==> config.mk <==
export PLATFORM = sky130hd
export DESIGN_NAME = ebu_burst_arb
export DESIGN_NICKNAME = d
export VERILOG_FILES = /design/src/rtl/ebu_burst_arb.sv
export SDC_FILE = /design/constraint.sdc
export NUM_CORES = 1
export LEC_CHECK = 0
export CORE_MARGIN = 4
export CORE_UTILIZATION = 50
export DETAILED_ROUTE_END_ITERATION = 10
export GPL_ROUTABILITY_DRIVEN = 0
export MAX_ROUTING_LAYER = met4
export PLACE_DENSITY_LB_ADDON = 0.3
export SYNTH_ARGS = -nofsm -noshare
export SYNTH_HDL_FRONTEND = slang
export SYNTH_SLANG_ARGS = --single-unit
==> constraint.sdc <==
create_clock -name clk -period 2.5 [get_ports clk]
set_input_delay 0.625 -clock clk [delete_from_list [all_inputs] [get_ports clk]]
set_output_delay 0.625 -clock clk [all_outputs]
set_load 0.02 [all_outputs]
==> src/rtl/ebu_burst_arb.sv <==
`default_nettype none
// ============================================================================
// Module  : ebu_burst_arb
// Brief   : N-requester AHB-Lite burst arbiter. Requester 0 has fixed priority
//           with a starvation guard; the others share round-robin.
// Revision: 1.0
// ============================================================================
module ebu_burst_arb #(
    parameter int NREQ   = 3,
    parameter int STARVE = 4
) (
    input  logic                clk,
    input  logic                reset,
    input  logic [NREQ-1:0]     Req,
    input  logic [3*NREQ-1:0]   ReqBurst,
    input  logic [1:0]          HTRANS,
    input  logic                HREADY,
    input  logic                HRESP,
    output logic [NREQ-1:0]     Grant,
    output logic [2:0]          Owner,
    output logic                Busy,
    output logic                LastBeat
);

    typedef enum logic [0:0] {
        S_IDLE = 1'b0,
        S_OWN  = 1'b1
    } state_t;

    state_t          state_q, state_d;
    logic [NREQ-1:0] grant_q, grant_d;
    logic [4:0]      cnt_q, cnt_d;
    logic            unb_q, unb_d;
    logic [2:0]      rr_q, rr_d;
    logic [3:0]      starve_q, starve_d;

    logic [NREQ-1:0] excl;
    logic [NREQ-1:0] elig;
    logic            others;
    logic            win_valid;
    logic [2:0]      win_idx;
    logic [2:0]      win_burst;
    logic [2:0]      owner_enc;
    logic            accept;
    logic            owner_req;
    logic            last;
    logic            do_arb;

    assign Grant     = grant_q;
    assign Owner     = owner_enc;
    assign Busy      = |grant_q;
    assign LastBeat  = last;
    assign accept    = Busy & HREADY & HTRANS[1];
    assign owner_req = |(Req & grant_q);

    always_comb begin
        owner_enc = '0;
        for (int i = 0; i < NREQ; i++) begin
            if (grant_q[i]) owner_enc = 3'(i);
        end
    end

    // The current owner is never eligible on its own last beat.
    always_comb begin
        excl      = (state_q == S_OWN) ? grant_q : '0;
        elig      = Req & ~excl;
        others    = |elig[NREQ-1:1];
        win_valid = 1'b0;
        win_idx   = '0;
        win_burst = '0;
        if (elig[0] && !((int'(starve_q) == STARVE) && others)) begin
            win_valid = 1'b1;
        end else begin
            for (int i = 1; i < NREQ; i++) begin
                if (!win_valid && elig[i] && (i >= int'(rr_q))) begin
                    win_valid = 1'b1;
                    win_idx   = 3'(i);
                end
            end
            for (int i = 1; i < NREQ; i++) begin
                if (!win_valid && elig[i]) begin
                    win_valid = 1'b1;
                    win_idx   = 3'(i);
                end
            end
        end
        for (int i = 0; i < NREQ; i++) begin
            if (3'(i) == win_idx) win_burst = ReqBurst[3*i +: 3];
        end
    end

    always_comb begin
        state_d  = state_q;
        grant_d  = grant_q;
        cnt_d    = cnt_q;
        unb_d    = unb_q;
        rr_d     = rr_q;
        starve_d = starve_q;
        last     = 1'b0;

        if (state_q == S_OWN) begin
            if (HREADY && HRESP) begin
                last = 1'b1;
            end else if (unb_q) begin
                last = HREADY && ((HTRANS == 2'b00) || !owner_req);
            end else begin
                last = accept && (cnt_q == 5'd1);
            end
            if (accept && !unb_q && (cnt_q != 5'd0)) cnt_d = cnt_q - 5'd1;
        end

        do_arb = (state_q == S_IDLE) ? ((|Req) && HREADY) : last;

        if (do_arb) begin
            if (win_valid) begin
                state_d = S_OWN;
                for (int i = 0; i < NREQ; i++) begin
                    grant_d[i] = (3'(i) == win_idx);
                end
                unb_d = 1'b0;
                case (win_burst)
                    3'b000:          cnt_d = 5'd1;
                    3'b001: begin
                        cnt_d = 5'd0;
                        unb_d = 1'b1;
                    end
                    3'b010, 3'b011:  cnt_d = 5'd4;
                    3'b100, 3'b101:  cnt_d = 5'd8;
                    default:         cnt_d = 5'd16;
                endcase
                if (win_idx == 3'd0) begin
                    if (!others)                           starve_d = '0;
                    else if (int'(starve_q) < STARVE)      starve_d = starve_q + 4'd1;
                end else begin
                    starve_d = '0;
                    rr_d     = (int'(win_idx) + 1 >= NREQ) ? 3'd1 : win_idx + 3'd1;
                end
            end else begin
                state_d = S_IDLE;
                grant_d = '0;
                cnt_d   = '0;
                unb_d   = 1'b0;
            end
        end
    end

    always_ff @(posedge clk or posedge reset) begin
        if (reset) begin
            state_q  <= S_IDLE;
            grant_q  <= '0;
            cnt_q    <= '0;
            unb_q    <= 1'b0;
            rr_q     <= 3'd1;
            starve_q <= '0;
        end else begin
            state_q  <= state_d;
            grant_q  <= grant_d;
            cnt_q    <= cnt_d;
            unb_q    <= unb_d;
            rr_q     <= rr_d;
            starve_q <= starve_d;
        end
    end

endmodule
`default_nettype wire
Word level (Yosys, flattened, before mapping)
Index checks and enable logic that the tools add are counted.
- logic and storage cells: 101
- input port bits: 18
- register bits: 17
- output and inout port bits: 8
- add/subtract/negate cells: 4
- muxes and demuxes: 36
- bitwise gates (word level): 6
- magnitude comparators: 4
- reduce and logical (&&, ||, !) cells: 35
- equal/unequal tests: 10
- operators by type and width (cell ; number):
    $mux W3 ; 10
    $mux W5 ; 4
    $pmux W5 S4 ; 1
    $mux W1 ; 17
    $logic_and A1 B1 Y1 ; 13
    $mux W4 ; 3
    $reduce_or A3 Y1 ; 3
    $and A3 B3 Y3 ; 2
    $eq A3 B2 Y1 const B ; 2
    $eq A3 B3 Y1 const B ; 2
    $logic_not A1 Y1 ; 6
    $logic_not A3 Y1 ; 2
    $reduce_and A3 Y1 ; 2
    $reduce_or A2 Y1 ; 3
    $eq A5 B1 Y1 const B ; 1
    $reduce_bool A5 Y1 ; 1
    $sub A5 B1 Y5 const B ; 1
    $add A3 B1 Y4 const B ; 1
    $add A4 B1 Y4 const B ; 1
    $eq A4 B4 Y1 const B ; 1
    $ge A4 B2 Y1 const B ; 1
    $lt A4 B3 Y1 const B ; 1
    $reduce_bool A2 Y1 ; 2
    $add A3 B1 Y3 const B ; 1
    other kinds (13) ; 14

Logic depth before layout (Yosys ltp)
- depth after elaboration: 30
- gate-level depth with buffers: 9

Worst setup path after synthesis
No wires, ideal clock.
- kind: register to output
- start: reg cnt_q[1]
- end: out LastBeat
- data required time: 1.875 ns
- path slack: 0.316 ns
- cell stages (with the launch flop): 7
- data arrival time: 1.559 ns
- path buffers: 0
- cell sequence: dfrtp_1 -> inv_1 -> ha_1 -> or4b_4 -> nor4_4 -> a21oi_1 -> nor2b_1
- word-level cells in the longest chain between the ends: 5
- ends and longest elaborated chain (item ; line ; text):
    start: declaration ; 32 ; logic [4:0] cnt_q, cnt_d;
    start signal: assignment ; 158 ; cnt_q <= cnt_d;
    $eq A5 B1 Y1 ; 107 ; last = accept && (cnt_q == 5'd1);
    $logic_and A1 B1 Y1 ; 107 ;
    $mux W1 ; 104 ; end else if (unb_q) begin
    $mux W1 ; 102 ; if (HREADY && HRESP) begin
    $mux W1 ; 101 ; if (state_q == S_OWN) begin
    end: declaration ; 22 ; output logic LastBeat
No other way between the ends.

Worst setup path after layout
- start: in HTRANS[1]
- end: out LastBeat
- word-level cells in the longest chain between the ends: 6
- elaborated cells between the ends (all ways): 8
- ends and longest elaborated chain (item ; line ; text):
    start: declaration ; 16 ; input logic [1:0] HTRANS,
    $logic_not A2 Y1 ; 105 ; last = HREADY && ((HTRANS == 2'b00) || !owner_req);
    $logic_or A1 B1 Y1 ; 105 ;
    $logic_and A1 B1 Y1 ; 105 ;
    $mux W1 * ; 104 ;
    $mux W1 * ; 102 ;
    $mux W1 * ; 101 ;
Mark *: on every way between the ends. The rest lies on a longest branch, timed or not.

==> results.cfg <==
[cts]
clock_path_buffers = 2
cts_sinks = 17
cts-root-buf = clkbuf_4
h-tree-depth = 1
cts_inserted_buffers = 3
postCtsHoldBufs = 0
cts.clk_slew.worst_paths_ns = 0.09
cts_tree = done
clkLatencyLatePin_ns = 0.29

[route]
dr.pass1.iters = 6
vias_per_cell = 5.596
wl_per_cell_um = 15.53
drc = 0
dr.first_iter.drc_count = 56
wl_mm = 3.230
vias = 1164
postRouteAntennaNets = 0

[logic_synthesis]
async_flop_share_pct = 100.0
syn_area_mm2 = 0.001221
synth_seq_area_share_pct = 34.94
yosys_most_used_dff = dfrtp_1
synth_top_cell_area_share_pct = 32.79
yosys.cell_types.count = 55
ys_top_cells_by_area = dfrtp_1 33%, ha_1 4.1%, nand2_1 3.7%
synth_edf_count = 0
ys_warn_count = 0
synth.avg_cell_area_um2 = 9.466
postSynthCellCount = 129
yosys.area.top_type = dfrtp_1
ys_seq_elements = 17
syn_nets = 151

[worst_hold_path]
hold_start = rr_q[1]$_DFFE_PP0P_
min_path_cells = 2
hold_class = reg2reg
whs_endpoint = rr_q[1]$_DFFE_PP0P_

[worst_setup_path]
endpoint_kind = output port
regToRegEndpoint = cnt_q[0]$_DFFE_PP0P_
crit_type = in2out
start_kind = input port
crit_family = buffers and inverters
rr_startpoint = cnt_q[1]$_DFFE_PP0P_
crit_path_max_incr_delay_ns = 0.48
worstRegToRegCells = 11
slowest_stage = clkdlybuf4s50_1
path_cells = clkdlybuf4s50_1 > nor2_1 > a221o_1 > a21oi_2 > nor2b_1 > buf_4
cp.required_ns = 1.88
crit_buf_inv = 2
cp_data_arrival_time_ns = 1.92
r2r_slack_ns = 0.13
crit_fanout = 2

[placed_design]
placed_cell_area_mm2 = 0.001644
portBuffers = 24
dpl.hpwl_mm = 2.517
place_ws_ns = -0.4391
dp.cells = 200

[cells_and_area]
multi_input_area_um2 = 762.0
stdcell_area_mm2 = 0.001737
area_delta_synth_final_pct = 42.21
fin_cells = 208
final_net_count = 203
utilization_pct = 76.31
nFillCells = 158
n_antenna_cell = 0
final-seq-area_um2 = 426.7
drive_above_1_share_pct = 29.44

[timing]
setup_ws_ns = -0.04684
fmax_mhz = 392.6
tns_ns = -0.04684
slew_violations = 0
worst_slew_pin_slew_ns = 0.6592
setup_viol_count_final = 1
period_share_pct = 101.9
fin_worst_skew_ns = 0.005567
hold_viol = 0
fin_hold_ws_ns = 0.4909
rsz0062_at_grt = yes
fin_crit_ns = 2.547
maxSlewHeadroom_pct = 56.00

[floorplanning]
die_x_um = 57.42
die_area_mm2 = 0.003297
coreArea_mm2 = 0.002276
start_util_pct = 53.66
core.rowCount = 17
ioPinCount = 26
die_h_um = 57.42

[grt]
grt_pass1_vias = 1243
grt_pass1_wl_mm = 5.313
antenna_found_initial = 0
met1_usage_pct = 24.09
globalRouteMet3Util_pct = 1.357
grt_max_degree = 18
grt_usage_pct = 20.89
use_met2_pct = 37.26
overflow = 0
busiest_layer = met2

[power]
p_total_mw = 1.898
max-vdd-ir-drop_uv = 738.8
power.density_mw_per_mm2 = 1093
p_leak_nw = 0.7736

[status]
violations = negative setup slack
status = complete, but fails checks

[run]
max-cap-violations = 0
==> sequential cells by signal, summed over array words and instances, names as in the netlist <==
name / cells
rr_q: 3
unb_q: 1
state_q: 1
starve_q: 4
cnt_q: 5
Grant: 3
==> final cells by class <==
class | count | area share [%]
Clock buffer | 4 | 1.513
Inverter | 9 | 1.945
Multi-Input combinational cell | 99 | 43.88
Sequential cell | 17 | 24.57
Tap cell | 28 | 2.017
Timing Repair Buffer | 51 | 26.08
==> synth_stat cells (2+ instances only) <==
library cell	count
nand3_1	5
nand2b_1	2
o22a_1	4
o21ai_4	2
nand2_1	12
buf_6	2
o21ai_0	7
a22oi_1	2
dfrtp_1	16
nor3b_1	2
ha_1	4
buf_4	2
a21boi_0	2
nor2b_1	2
o21a_1	3
o21ai_1	3
inv_1	9
nor3_1	4
nor2_1	10
==> cell usage in the layout, fill, tap and decap left out, types with 2 or more instances in the layout <==
| cell | n |
|---|---|
| nand3_1 | 5 |
| a22oi_1 | 2 |
| nand2b_1 | 2 |
| nor3_1 | 4 |
| o21a_1 | 3 |
| buf_4 | 27 |
| nor2b_1 | 2 |
| a21boi_0 | 2 |
| clkdlybuf4s50_1 | 23 |
| o22a_1 | 4 |
| o21ai_1 | 2 |
| nor2_1 | 10 |
| o21ai_4 | 2 |
| nand2_1 | 12 |
| ha_1 | 3 |
| inv_1 | 8 |
| nor3b_1 | 2 |
| o21ai_0 | 7 |
| clkbuf_4 | 3 |
| dfrtp_1 | 16 |
==> cell families (layout without fill, tap and decap cells) <==
group / Yosys count / after routing / synth area share (%)
other: 1 / 1 / 0.3071
AOI/OAI and AO/OA: 40 / 40 / 26.74
xor gates and xnor gates: 1 / 1 / 0.7173
DFF: 17 / 17 / 34.94
adders and majority gates: 4 / 4 / 4.099
buffers and inverters: 13 / 64 / 5.839
muxes: 2 / 2 / 2.151
and+or+nand+nor: 51 / 51 / 25.21
==> tightest hold or removal path: stages (launching register included) <==
cell	delay (ns)
dfrtp_1	0.34
o21ai_1	0.05
o21ai_0	0.06
==> power breakdown <==
| group | total, mW | internal [mW] | switching (mW) | leakage, nW |
|---|---|---|---|---|
| combinational | 1.26 | 0.622 | 0.638 | 0.541 |
| sequential | 0.489 | 0.382 | 0.107 | 0.217 |
| clock | 0.148 | 0.0621 | 0.0863 | 0.0150 |
| total | 1.90 | 1.07 | 0.832 | 0.774 |
==> what timing repair did <==
item	CTS	global route
pin swaps	0	2
gates resized for setup	6	7
cloned	0	0
endpoints found under the setup margin	1	2
buffers inserted	0	4
==> worst max path at each step <==
stage	from	end	slack, ns	cells past startpoint
2_1_floorplan	cnt_q[1]$_DFFE_PP0P_	LastBeat	0.32	6
3_3_place_gp	Req[1]	LastBeat	-0.40	6
3_5_place_dp	Req[0]	LastBeat	-0.44	6
4_1_cts	cnt_q[1]$_DFFE_PP0P_	LastBeat	-0.06	7
5_1_grt	cnt_q[1]$_DFFE_PP0P_	LastBeat	-0.12	7
6_report	HTRANS[1]	LastBeat	-0.05	6
==> metal layers <==
metal,wire [um],up-vias
li1,-,572
met1,1273,542
met2,1693,43
met3,215,7
met4,48,0
met5,0,-
(Power assumes the default switching activity.)
